$ cat src/rtl/imem_loader.sv
// rtl/imem_loader.sv - byte-stream loader that fills the fetch-side instruction memory
module imem_loader #(
  parameter int DEPTH  = 8,
  parameter int ADDR_W = 4,
  parameter int WORD_W = 32
) (
  input  logic              clock,
  input  logic              reset,
  input  logic              load_en,
  input  logic [ADDR_W-1:0] load_words,
  input  logic [7:0]        byte_in,
  input  logic              byte_valid,
  output logic              byte_ready,
  input  logic              abort,
  input  logic [ADDR_W-1:0] rd_addr,
  output logic [WORD_W-1:0] rd_data,
  output logic              busy,
  output logic              start,
  output logic              error,
  output logic [ADDR_W-1:0] words_loaded
);

  localparam int IDX_W = (DEPTH > 1) ? $clog2(DEPTH) : 1;
  localparam logic [ADDR_W:0] DEPTH_EXT = (ADDR_W + 1)'(DEPTH);

  typedef enum logic [1:0] {
    IDLE  = 2'd0,
    RECV  = 2'd1,
    WRITE = 2'd2,
    DONE  = 2'd3
  } state_t;

  state_t            state;
  logic [WORD_W-1:0] mem [DEPTH];
  logic [WORD_W-1:0] asm_reg;
  logic [1:0]        byte_idx;
  logic [ADDR_W-1:0] word_idx;
  logic [ADDR_W-1:0] count;

  logic              count_legal;
  logic              byte_xfer;
  logic              mem_we;
  logic              rd_in_range;

  // A count of zero or anything beyond the array is rejected before a load starts.
  assign count_legal = (load_words != '0) && ({1'b0, load_words} <= DEPTH_EXT);

  // byte_ready is registered and high only in RECV, so it doubles as the RECV qualifier.
  assign byte_xfer = byte_ready && byte_valid && !abort;

  // Abort during WRITE suppresses the commit of the assembled word.
  assign mem_we = (state == WRITE) && !abort;

  assign rd_in_range = ({1'b0, rd_addr} < DEPTH_EXT);

  // Fetch read port: combinational, out-of-range addresses read as zero.
  always_comb begin
    rd_data = '0;
    if (rd_in_range) begin
      rd_data = mem[rd_addr[IDX_W-1:0]];
    end
  end

  // Instruction array: cleared by reset, written once per WRITE cycle.
  always_ff @(posedge clock or posedge reset) begin
    if (reset) begin
      for (int i = 0; i < DEPTH; i++) begin
        mem[i] <= '0;
      end
    end else if (mem_we) begin
      mem[word_idx[IDX_W-1:0]] <= asm_reg;
    end
  end

  // Load sequencer: count check, byte assembly, word commit and the start pulse.
  always_ff @(posedge clock or posedge reset) begin
    if (reset) begin
      state        <= IDLE;
      asm_reg      <= '0;
      byte_idx     <= '0;
      word_idx     <= '0;
      count        <= '0;
      byte_ready   <= 1'b0;
      busy         <= 1'b0;
      start        <= 1'b0;
      error        <= 1'b0;
      words_loaded <= '0;
    end else begin
      start <= 1'b0;
      case (state)
        IDLE: begin
          byte_ready <= 1'b0;
          busy       <= 1'b0;
          if (load_en) begin
            if (count_legal) begin
              count        <= load_words;
              word_idx     <= '0;
              byte_idx     <= '0;
              words_loaded <= '0;
              error        <= 1'b0;
              byte_ready   <= 1'b1;
              busy         <= 1'b1;
              state        <= RECV;
            end else begin
              error <= 1'b1;
            end
          end
        end

        RECV: begin
          if (abort) begin
            byte_ready <= 1'b0;
            busy       <= 1'b0;
            byte_idx   <= '0;
            state      <= IDLE;
          end else if (byte_xfer) begin
            asm_reg  <= {asm_reg[WORD_W-9:0], byte_in};
            byte_idx <= byte_idx + 2'd1;
            if (byte_idx == 2'd3) begin
              byte_ready <= 1'b0;
              state      <= WRITE;
            end
          end
        end

        WRITE: begin
          byte_idx <= '0;
          if (abort) begin
            busy  <= 1'b0;
            state <= IDLE;
          end else begin
            words_loaded <= words_loaded + 1'b1;
            if (word_idx == count - 1'b1) begin
              busy  <= 1'b0;
              start <= 1'b1;
              state <= DONE;
            end else begin
              word_idx   <= word_idx + 1'b1;
              byte_ready <= 1'b1;
              state      <= RECV;
            end
          end
        end

        DONE: begin
          byte_ready <= 1'b0;
          busy       <= 1'b0;
          state      <= IDLE;
        end

        default: begin
          byte_ready <= 1'b0;
          busy       <= 1'b0;
          state      <= IDLE;
        end
      endcase
    end
  end

endmodule

$ cat config.mk
export PLATFORM = sky130hd
export DESIGN_NAME = imem_loader
export DESIGN_NICKNAME = d
export VERILOG_FILES = /design/src/rtl/imem_loader.sv
export SDC_FILE = /design/constraint.sdc
export NUM_CORES = 1
export LEC_CHECK = 0
export CORE_AREA = 2 2 219 221
export DETAILED_ROUTE_END_ITERATION = 10
export DIE_AREA = 0 0 221 223
export GPL_TIMING_DRIVEN = 1
export HOLD_SLACK_MARGIN = 0.12
export PLACE_DENSITY = 0.47
export SLEW_MARGIN = 20
export SYNTH_ARGS = -nofsm -noshare
export SYNTH_HDL_FRONTEND = slang
export SYNTH_SLANG_ARGS = --single-unit
$ cat constraint.sdc
create_clock -name clock -period 26.7 [get_ports clock]
set_clock_uncertainty 0.1 [all_clocks]
set_input_delay 4.005 -clock clock [delete_from_list [all_inputs] [get_ports clock]]
set_output_delay 4.005 -clock clock [all_outputs]
set_load 0.01 [all_outputs]
# ---- After elaboration in Yosys (flattened, before gate mapping)
# Index checks and enable logic that the tools add are counted.
dict set report totals {
  regBits 308
  word_cells 105
  inputBits 21
  output_inout_bits 40
}
dict set report op_classes {
  n_eq_ne 13
  order_cmp 5
  n_reduce_logical 19
  muxes 43
  bitwise_logic 3
  n_addsub 4
}
# op count
set ops {}
lappend ops {{256-bit bitwise mux} 1}
lappend ops {{32-bit 2-to-1 mux} 4}
lappend ops {{32-bit binary-select mux with 3-bit select} 1}
lappend ops {{32-bit demux with 3-bit select} 1}
lappend ops {{2-bit 2-to-1 mux} 11}
lappend ops {{4-bit 2-to-1 mux} 5}
lappend ops {{4-bit case mux with 2 select lines} 2}
lappend ops {{4-bit AND reduction} 4}
lappend ops {{1-bit 2-to-1 mux} 14}
lappend ops {{2-bit inequality test, second input constant} 5}
lappend ops {{4-bit by 1-bit adder with 4-bit output, second input constant} 2}
lappend ops {{4-bit greater-or-equal comparator, second input constant} 2}
lappend ops {{3-bit NOT with 4-bit output} 2}
lappend ops {{1-bit case mux with 4 select lines} 2}
lappend ops {{2-bit case mux with 4 select lines} 1}
lappend ops {{2-bit equality test, second input constant} 3}
lappend ops {{3-bit inequality test, second input constant} 2}
lappend ops {{2-bit case mux with 3 select lines} 1}
lappend ops {{3-bit AND reduction} 2}
lappend ops {{1-bit logical AND} 5}
lappend ops {{5-bit AND reduction} 1}
lappend ops {{4-bit equality test} 1}
lappend ops {{4-bit less-or-equal comparator, second input constant} 1}
lappend ops {{4-bit by 1-bit < comparator with 1-bit output, second input constant} 1}
lappend ops {{other kinds (12)} 13}

# ---- Depth between registers and ports, before layout
# Gate-level depths: netlist of the first run.
dict set report logic_depth {
  depth_word 6
  ltp_mapped 7
  ltp_nobuf 6
}

# ---- Worst setup path before layout of the first run
# No wires, ideal clock.
dict set report synth_path {
  path_kind {in2out}
  from {in rd_addr[0]}
  to {out rd_data[10]}
  t_arrival_ns 5.249
  n_path_buf 2
  path_slack_ns 17.346
  path_stages 5
  t_required_ns 22.595
  cell_sequence {buf_2 buf_2 mux4_2 mux2i_1 nor2_1}
}
dict set report synth_between {
  elab_chain_len 5
}
# element line
set synth_lines {}
lappend synth_lines {{from (decl)} 15} ;# input logic [ADDR_W-1:0] rd_addr,
lappend synth_lines {{3-bit NOT with 4-bit output (implied by the code)} 60} ;# rd_data = mem[rd_addr[IDX_W-1:0]];
lappend synth_lines {{32-bit binary-select mux with 3-bit select} 60}
lappend synth_lines {{32-bit 2-to-1 mux (implied by the code) (2 in a row)} 60}
lappend synth_lines {{32-bit 2-to-1 mux *} 59} ;# if (rd_in_range) begin
lappend synth_lines {{to (decl)} 16} ;# output logic [WORD_W-1:0] rd_data,
# Every way passes the cells marked *; elsewhere a longest branch is shown, timed or not. The select of a mux whose other input is x is not followed.

# ---- Worst setup path after layout of the first run
dict set report layout_path {
  from {in rd_addr[0]}
  to {out rd_data[18]}
}
# Same word-level chain as after synthesis.

==> reports/results.tsv, run 1 <==
stage	metric	value	unit
run_status	status	finished clean	
sta	worst slew pin tran	1.11	ns
cts	H-tree lvl count	2	
die	Die Ht	223	um
route	vias per std cell	4.87	
power	switching share of total power	0.274	
final_layout	most frequent cells in the layout	308 x dfrtp_1, 283 x mux2_2, 64 x mux4_2	
synthesis	Post-synth EDFFs	0	
synthesis	post-synthesis adder-cell area fraction	0.00359	
synthesis	synth warn	0	
synthesis	main flop type after synthesis	dfrtp_1	
power	Pint	932	uW
critical_path	Most Frequent Cell on Critical Path	buf_4	
sta	worst setup margin	15.83	ns
cts	post-CTS setup buffer count	0	
power	Reg power frac	0.474	
sta	Rel. slew slack	0.258	
route	first drt pass iteration count	4	
sta	Fmax	92.0	MHz
power	Peak VDD IR	33.3	uV
synthesis	syn nets	936	
cts	CTS Buf Count	36	
global_routing	first-pass GRT wire length	51200	um
die	die area	49300	um^2
placement	placer congestion estimate	0.670	
placement	placed cells	1518	
synthesis	library cells used by synthesis	44	
critical_path	CP cell instances	buf_4 > buf_4 > mux4_2 > mux2i_1 > nor2_1 > clkdlybuf4s50_1	
cts	clk root buf	clkbuf_16	
power	Comb power frac	0.128	
final_layout	most common cell after layout, fill and taps aside	dfrtp_1	
route	Starting DRT DRC Count	446	
route	Vias	7706	
global_routing	largest net degree at the start of global routing	172	
synthesis	Seq/Total Area, Yosys	0.553	
sta	Hold WS	0.388	ns
critical_path	CP max FO	37	
final_layout	final-stage net count	966	
route	wire per inst	20.6	um
synthesis	#FFs+latches synth	308	
cts	Max clock buf depth	3	
cts	CTS resizes	0	
global_routing	Total GRT Usage	0.134	
sta	total negative slack	0	ns
route	DRC Markers	0	
synthesis	Synth Area in Compound Gates	0.0143	
cts	CTS clk-pin slew, worst paths	0.06	ns
die	# IOs	61	
synthesis	Synth async-reset ratio	1.00	
final_layout	ratio of cells with drive above 1 in the final layout	0.450	
die	# rows	80	
critical_path	Register-to-Register Setup Slack	23.75	ns
final_layout	Layout Cells excl Fill	1581	
sta	count of pins over their slew limit	0	
final_layout	Area Growth Syn to Fin	16.6	%
placement	Placement Cell Area	15000	um^2
cts	hold_buf cts	0	
critical_path	worst setup path class	primary input to primary output	
synthesis	multiplexer area fraction after synthesis	0.362	
critical_path	Critical Path RT	22.60	ns
critical_path	slowest CP cell	buf_4	
global_routing	vias in the first global route	8098	
cts	clk_lat worst skew	0.53	ns
final_layout	n_diodes	0	
synthesis	Avg Inst Size Synth	15.3	um^2
placement	number of port buffers	60	
sta	Setup Viol. Count Final	0	
synthesis	fraction of the mapped netlist area in simple logic gates	0.0321	
critical_path	Critical Path Source Type	primary input	
die	Core Box Area	47100	um^2
cts	CTS tree	done	
sta	unrepaired setup endpoints after global routing	false	
synthesis	post-synthesis xor/xnor area fraction	0.00476	
synthesis	Syn Inst Count	911	
synthesis	largest family of logic cells by synthesized area	multiplexers	
run	max-cap violation count	0	
final_layout	fin area	16200	um^2
synthesis	Syn Std Cell Area	13900	um^2
placement	Post-DP HPWL	17500	um
global_routing	GR Overflow Total	0	
sta	Final Critical Period	10.87	ns
critical_path	crit path DAT	6.77	ns
worst_hold_path	Worst Hold Class	flop to flop	
global_routing	initial antenna violation count	0	
cts	CTS Sinks	308	
critical_path	CP Capture Type	primary output	
power	clock network power share	0.398	
sta	Fin. Hold Viols	0	
power	cell area power density	79.1	nW/um^2
die	die width	221	um
die	Initial Util	0.295	
route	final WL	32500	um
route	post-route ant nets	0	
power	Net Sw Power	351	uW
placement	pre-CTS WS	15.70	ns
power	Lkg Pwr	7.68	nW
sta	Tcrit/Tclk final	0.407	
critical_path	Crit path largest cell delay	0.77	ns
final_layout	max reg flops	256	
-- power groups by stage --
stage,Clock [mW],Combinational (mW),Sequential [mW]
2_1_floorplan,0,0.163,0.557
3_3_place_gp,0,0.165,0.619
3_5_place_dp,0,0.168,0.619
4_1_cts,0.529,0.168,0.611
5_1_grt,0.550,0.181,0.623
6_report,0.512,0.164,0.608
-- layout make-up --
cell class | instances | area [um^2]
Clock buffer | 52 | 1060
Clock inverter | 11 | 166
Fill cell | 4495 | 30900
Inverter | 3 | 18.8
Multi-Input combinational cell | 519 | 5820
Sequential cell | 308 | 7710
Tap cell | 615 | 769
Timing Repair Buffer | 73 | 693
-- cells in the mapped netlist (2+ instances only) --
master,number,share of area
a21oi_1,7,0.0025
a31oi_1,2,0.00090
and3_1,2,0.00090
buf_1,30,0.0081
buf_2,22,0.0079
buf_4,15,0.0081
buf_6,3,0.0024
clkbuf_1,11,0.0030
dfrtp_1,308,0.55
ha_1,4,0.0036
inv_1,3,0.00081
mux2_1,5,0.0040
mux2_2,283,0.23
mux2i_1,35,0.025
mux4_2,64,0.10
nand2_1,18,0.0049
nand2b_1,3,0.0013
nand3_1,8,0.0029
nor2_1,40,0.011
nor2_4,2,0.0016
nor2b_1,3,0.0013
nor3_1,2,0.00072
nor3b_1,3,0.0016
o211ai_1,3,0.0016
o21a_1,2,0.0011
o21ai_0,8,0.0029
o21bai_1,2,0.0011
o31ai_1,3,0.0016
or2_2,2,0.00090
xnor2_1,2,0.0013
xor2_1,3,0.0019
-- worst max-delay path, delay by kind of cell --
family / cells / cell delay, ns
muxes: 2 / 0.88
and+or+nand+nor: 1 / 0.07
buffers and inverters: 3 / 1.77
-- metal layers --
layer  wire (um)  share of wire  global-route usage  vias to the layer above
li1            -              -                   -                     3391
met1       15600           0.48               0.188                     4190
met2       15500           0.48               0.212                       86
met3        1000          0.031              0.0267                       39
met4         460          0.014              0.0327                        0
met5           0              0                   0                        -
-- final timing paths --
| path | start | endpoint | depth (start not counted) |
|---|---|---|---|
| min reg2reg | byte_idx[0]$_DFFE_PP0P_ | byte_idx[0]$_DFFE_PP0P_ | 1 |
| min in group asynchronous | reset | mem[237]$_DFFE_PP0P_ | 2 |
| max in group asynchronous | reset | words_loaded[2]$_DFFE_PP0P_ | 3 |
| max reg2reg | state[1]$_DFFE_PP0P_ | mem[79]$_DFFE_PP0P_ | 5 |
| min | byte_idx[0]$_DFFE_PP0P_ | byte_idx[0]$_DFFE_PP0P_ | 1 |
| max | rd_addr[0] | rd_data[18] | 6 |
-- logic make-up after synthesis --
logic type	count (synthesis)
xor+xnor	6
mux	387
buf+inv	84
simple gates	91
compound gates	31
fa+ha+maj	4
flops	308
-- through the flow --
stage	utilization	power, mW
after global routing	0.344	1.35
after floorplan	-	0.720
after global placement	0.318	0.784
after detailed placement	0.318	0.788
after CTS	0.344	1.31
final	0.344	1.28
(Power assumes the default switching activity.)
==> inputs of run 2 (changes only) <==
==> constraint.sdc (replaced) <==
create_clock -name clock -period 10.7 [get_ports clock]
set_clock_uncertainty 0.1 [all_clocks]
set_input_delay 1.605 -clock clock [delete_from_list [all_inputs] [get_ports clock]]
set_output_delay 1.605 -clock clock [all_outputs]
set_load 0.01 [all_outputs]
==> run 2 against run 1 <==
Final area increased by 0.19%. Wire length decreased by 0.48%. Clock power increased to 2.5 times the previous value. Utilization increased by 0.066 points. Final cell count increased by 0.13%. Sequential power increased to 2.5 times the previous value. Worst setup slack got worse by 11 ns. Sequential share of layout area decreased by 0.091 points. Critical path depth unchanged. Critical endpoint is now rd_data[9]. Largest cell class unchanged. Largest power group unchanged. Highest routed layer unchanged.
==> reports/results.tsv, run 2 (synthesis results as in run 1) <==
stage	metric	value	unit
global_routing	Total GRT Usage	0.135	
die	Initial Util	0.295	
sta	Rel. slew slack	0.316	
cts	clk root buf	clkbuf_16	
sta	unrepaired setup endpoints after global routing	false	
sta	Fin. Hold Viols	0	
die	die area	49300	um^2
global_routing	largest net degree at the start of global routing	181	
sta	count of pins over their slew limit	0	
route	post-route ant nets	0	
route	final WL	32300	um
route	Starting DRT DRC Count	370	
die	# rows	80	
critical_path	Critical Path Source Type	primary input	
critical_path	worst setup path class	primary input to primary output	
die	Die Ht	223	um
critical_path	Register-to-Register Setup Slack	7.66	ns
sta	worst slew pin tran	1.03	ns
die	die width	221	um
critical_path	CP Capture Type	primary output	
power	switching share of total power	0.279	
critical_path	Most Frequent Cell on Critical Path	buf_4	
sta	Fmax	164	MHz
placement	number of port buffers	60	
cts	clk_lat worst skew	0.54	ns
cts	CTS clk-pin slew, worst paths	0.05	ns
worst_hold_path	worst hold endpoint	mem[93]$_DFFE_PP0P_	
power	Peak VDD IR	77.8	uV
final_layout	Area Growth Syn to Fin	16.8	%
power	Reg power frac	0.474	
global_routing	vias in the first global route	8296	
cts	H-tree lvl count	2	
final_layout	ratio of cells with drive above 1 in the final layout	0.455	
die	Core Box Area	47100	um^2
global_routing	first-pass GRT wire length	51500	um
critical_path	Crit path largest cell delay	0.76	ns
sta	total negative slack	0	ns
cts	Max clock buf depth	3	
sta	Tcrit/Tclk final	0.568	
cts	hold_buf cts	0	
critical_path	crit path DAT	4.38	ns
critical_path	CP max FO	35	
placement	Post-DP HPWL	17400	um
run	max-cap violation count	0	
worst_hold_path	hold depth	1	
final_layout	most frequent cells in the layout	308 x dfrtp_1, 283 x mux2_2, 64 x mux4_2	
route	vias per std cell	4.83	
power	Net Sw Power	892	uW
sta	Setup Viol. Count Final	0	
worst_hold_path	Worst Hold Class	flop to flop	
route	wire per inst	20.4	um
run_status	status	finished clean	
critical_path	Reg-to-Reg End	mem[88]$_DFFE_PP0P_	
global_routing	GR Overflow Total	0	
final_layout	max reg flops	256	
route	first drt pass iteration count	4	
sta	Final Critical Period	6.08	ns
cts	CTS Sinks	308	
critical_path	slowest CP cell	buf_4	
placement	placer congestion estimate	0.675	
critical_path	Critical Path RT	9.00	ns
route	Vias	7644	
critical_path	worst flop-to-flop path startpoint	state[1]$_DFFE_PP0P_	
cts	CTS Buf Count	37	
worst_hold_path	HP Start	mem[93]$_DFFE_PP0P_	
power	cell area power density	197	nW/um^2
power	Power, Total	3.20	mW
critical_path	CP cell instances	buf_4 > buf_4 > mux4_2 > mux2i_1 > nor2_1 > clkdlybuf4s50_1	
final_layout	final-stage net count	968	
global_routing	initial antenna violation count	0	
route	DRC Markers	0	
final_layout	n_diodes	0	
power	Comb power frac	0.128	
power	Lkg Pwr	7.70	nW
cts	CTS tree	done	
cts	CTS resizes	0	
cts	post-CTS setup buffer count	0	
power	clock network power share	0.398	
final_layout	most common cell after layout, fill and taps aside	dfrtp_1	
critical_path	FF-to-FF path depth	5	
power	Pint	2.31	mW
die	# IOs	61	
run 2: changes by cell type in the layout (fill, tap and decap cells not counted):
cell        before  now
clkinv_8         0    2
clkinv_2         4    9
clkbuf_8         8    5
clkinvlp_4       0    1
buf_16           0    1
inv_6            2    1
clkbuf_1         7    4
run 2: worst max-delay path by stage:
stage,start,end,cells past startpoint
floorplan,reset,asm_reg[0]$_DFFE_PP0P_,1
global placement,rd_addr[0],rd_data[9],6
detailed placement,rd_addr[0],rd_data[9],6
CTS,rd_addr[0],rd_data[9],6
global route,rd_addr[0],rd_data[17],6
finish,rd_addr[0],rd_data[9],6
run 2: routing by layer:
layer,track usage,part of all wire
met5,0,0
met4,0.0327,0.017
met2,0.222,0.48
met3,0.0225,0.029
met1,0.185,0.48
run 2: power by group through the flow:
stage | Sequential, mW | Clock, mW | Combinational [mW]
detailed placement | 1.54 | 0 | 0.416
global route | 1.56 | 1.36 | 0.455
floorplan | 1.39 | 0 | 0.408
finish | 1.52 | 1.28 | 0.409
global placement | 1.55 | 0 | 0.409
CTS | 1.52 | 1.32 | 0.418
run 2: cell type report:
cell class                      count  area [um^2]
Clock buffer                       46         1010
Clock inverter                     18          223
Fill cell                        4546        30900
Inverter                            3         18.8
Multi-Input combinational cell    519         5820
Sequential cell                   308         7710
Tap cell                          615          769
Timing Repair Buffer               74          721
run 2: metrics by stage:
step                std cells  instance area, um^2  utilization  setup WS [ns]  hold slack, ns
global placement         1518                15000        0.318           4.50           0.381
detailed placement       1518                15000        0.318           4.46           0.381
global route             1583                16300        0.345           4.35           0.404
CTS                      1582                16200        0.345           4.45           0.393
floorplan                 911                13900            -          0.479           0.353
finish                   1583                16300        0.345           4.62           0.390
run 2: worst max-delay path, delay by kind of cell:
| family | cells | cell delay [ns] |
|---|---|---|
| mux | 2 | 0.88 |
| simple gates | 1 | 0.07 |
| buf+inv | 3 | 1.79 |
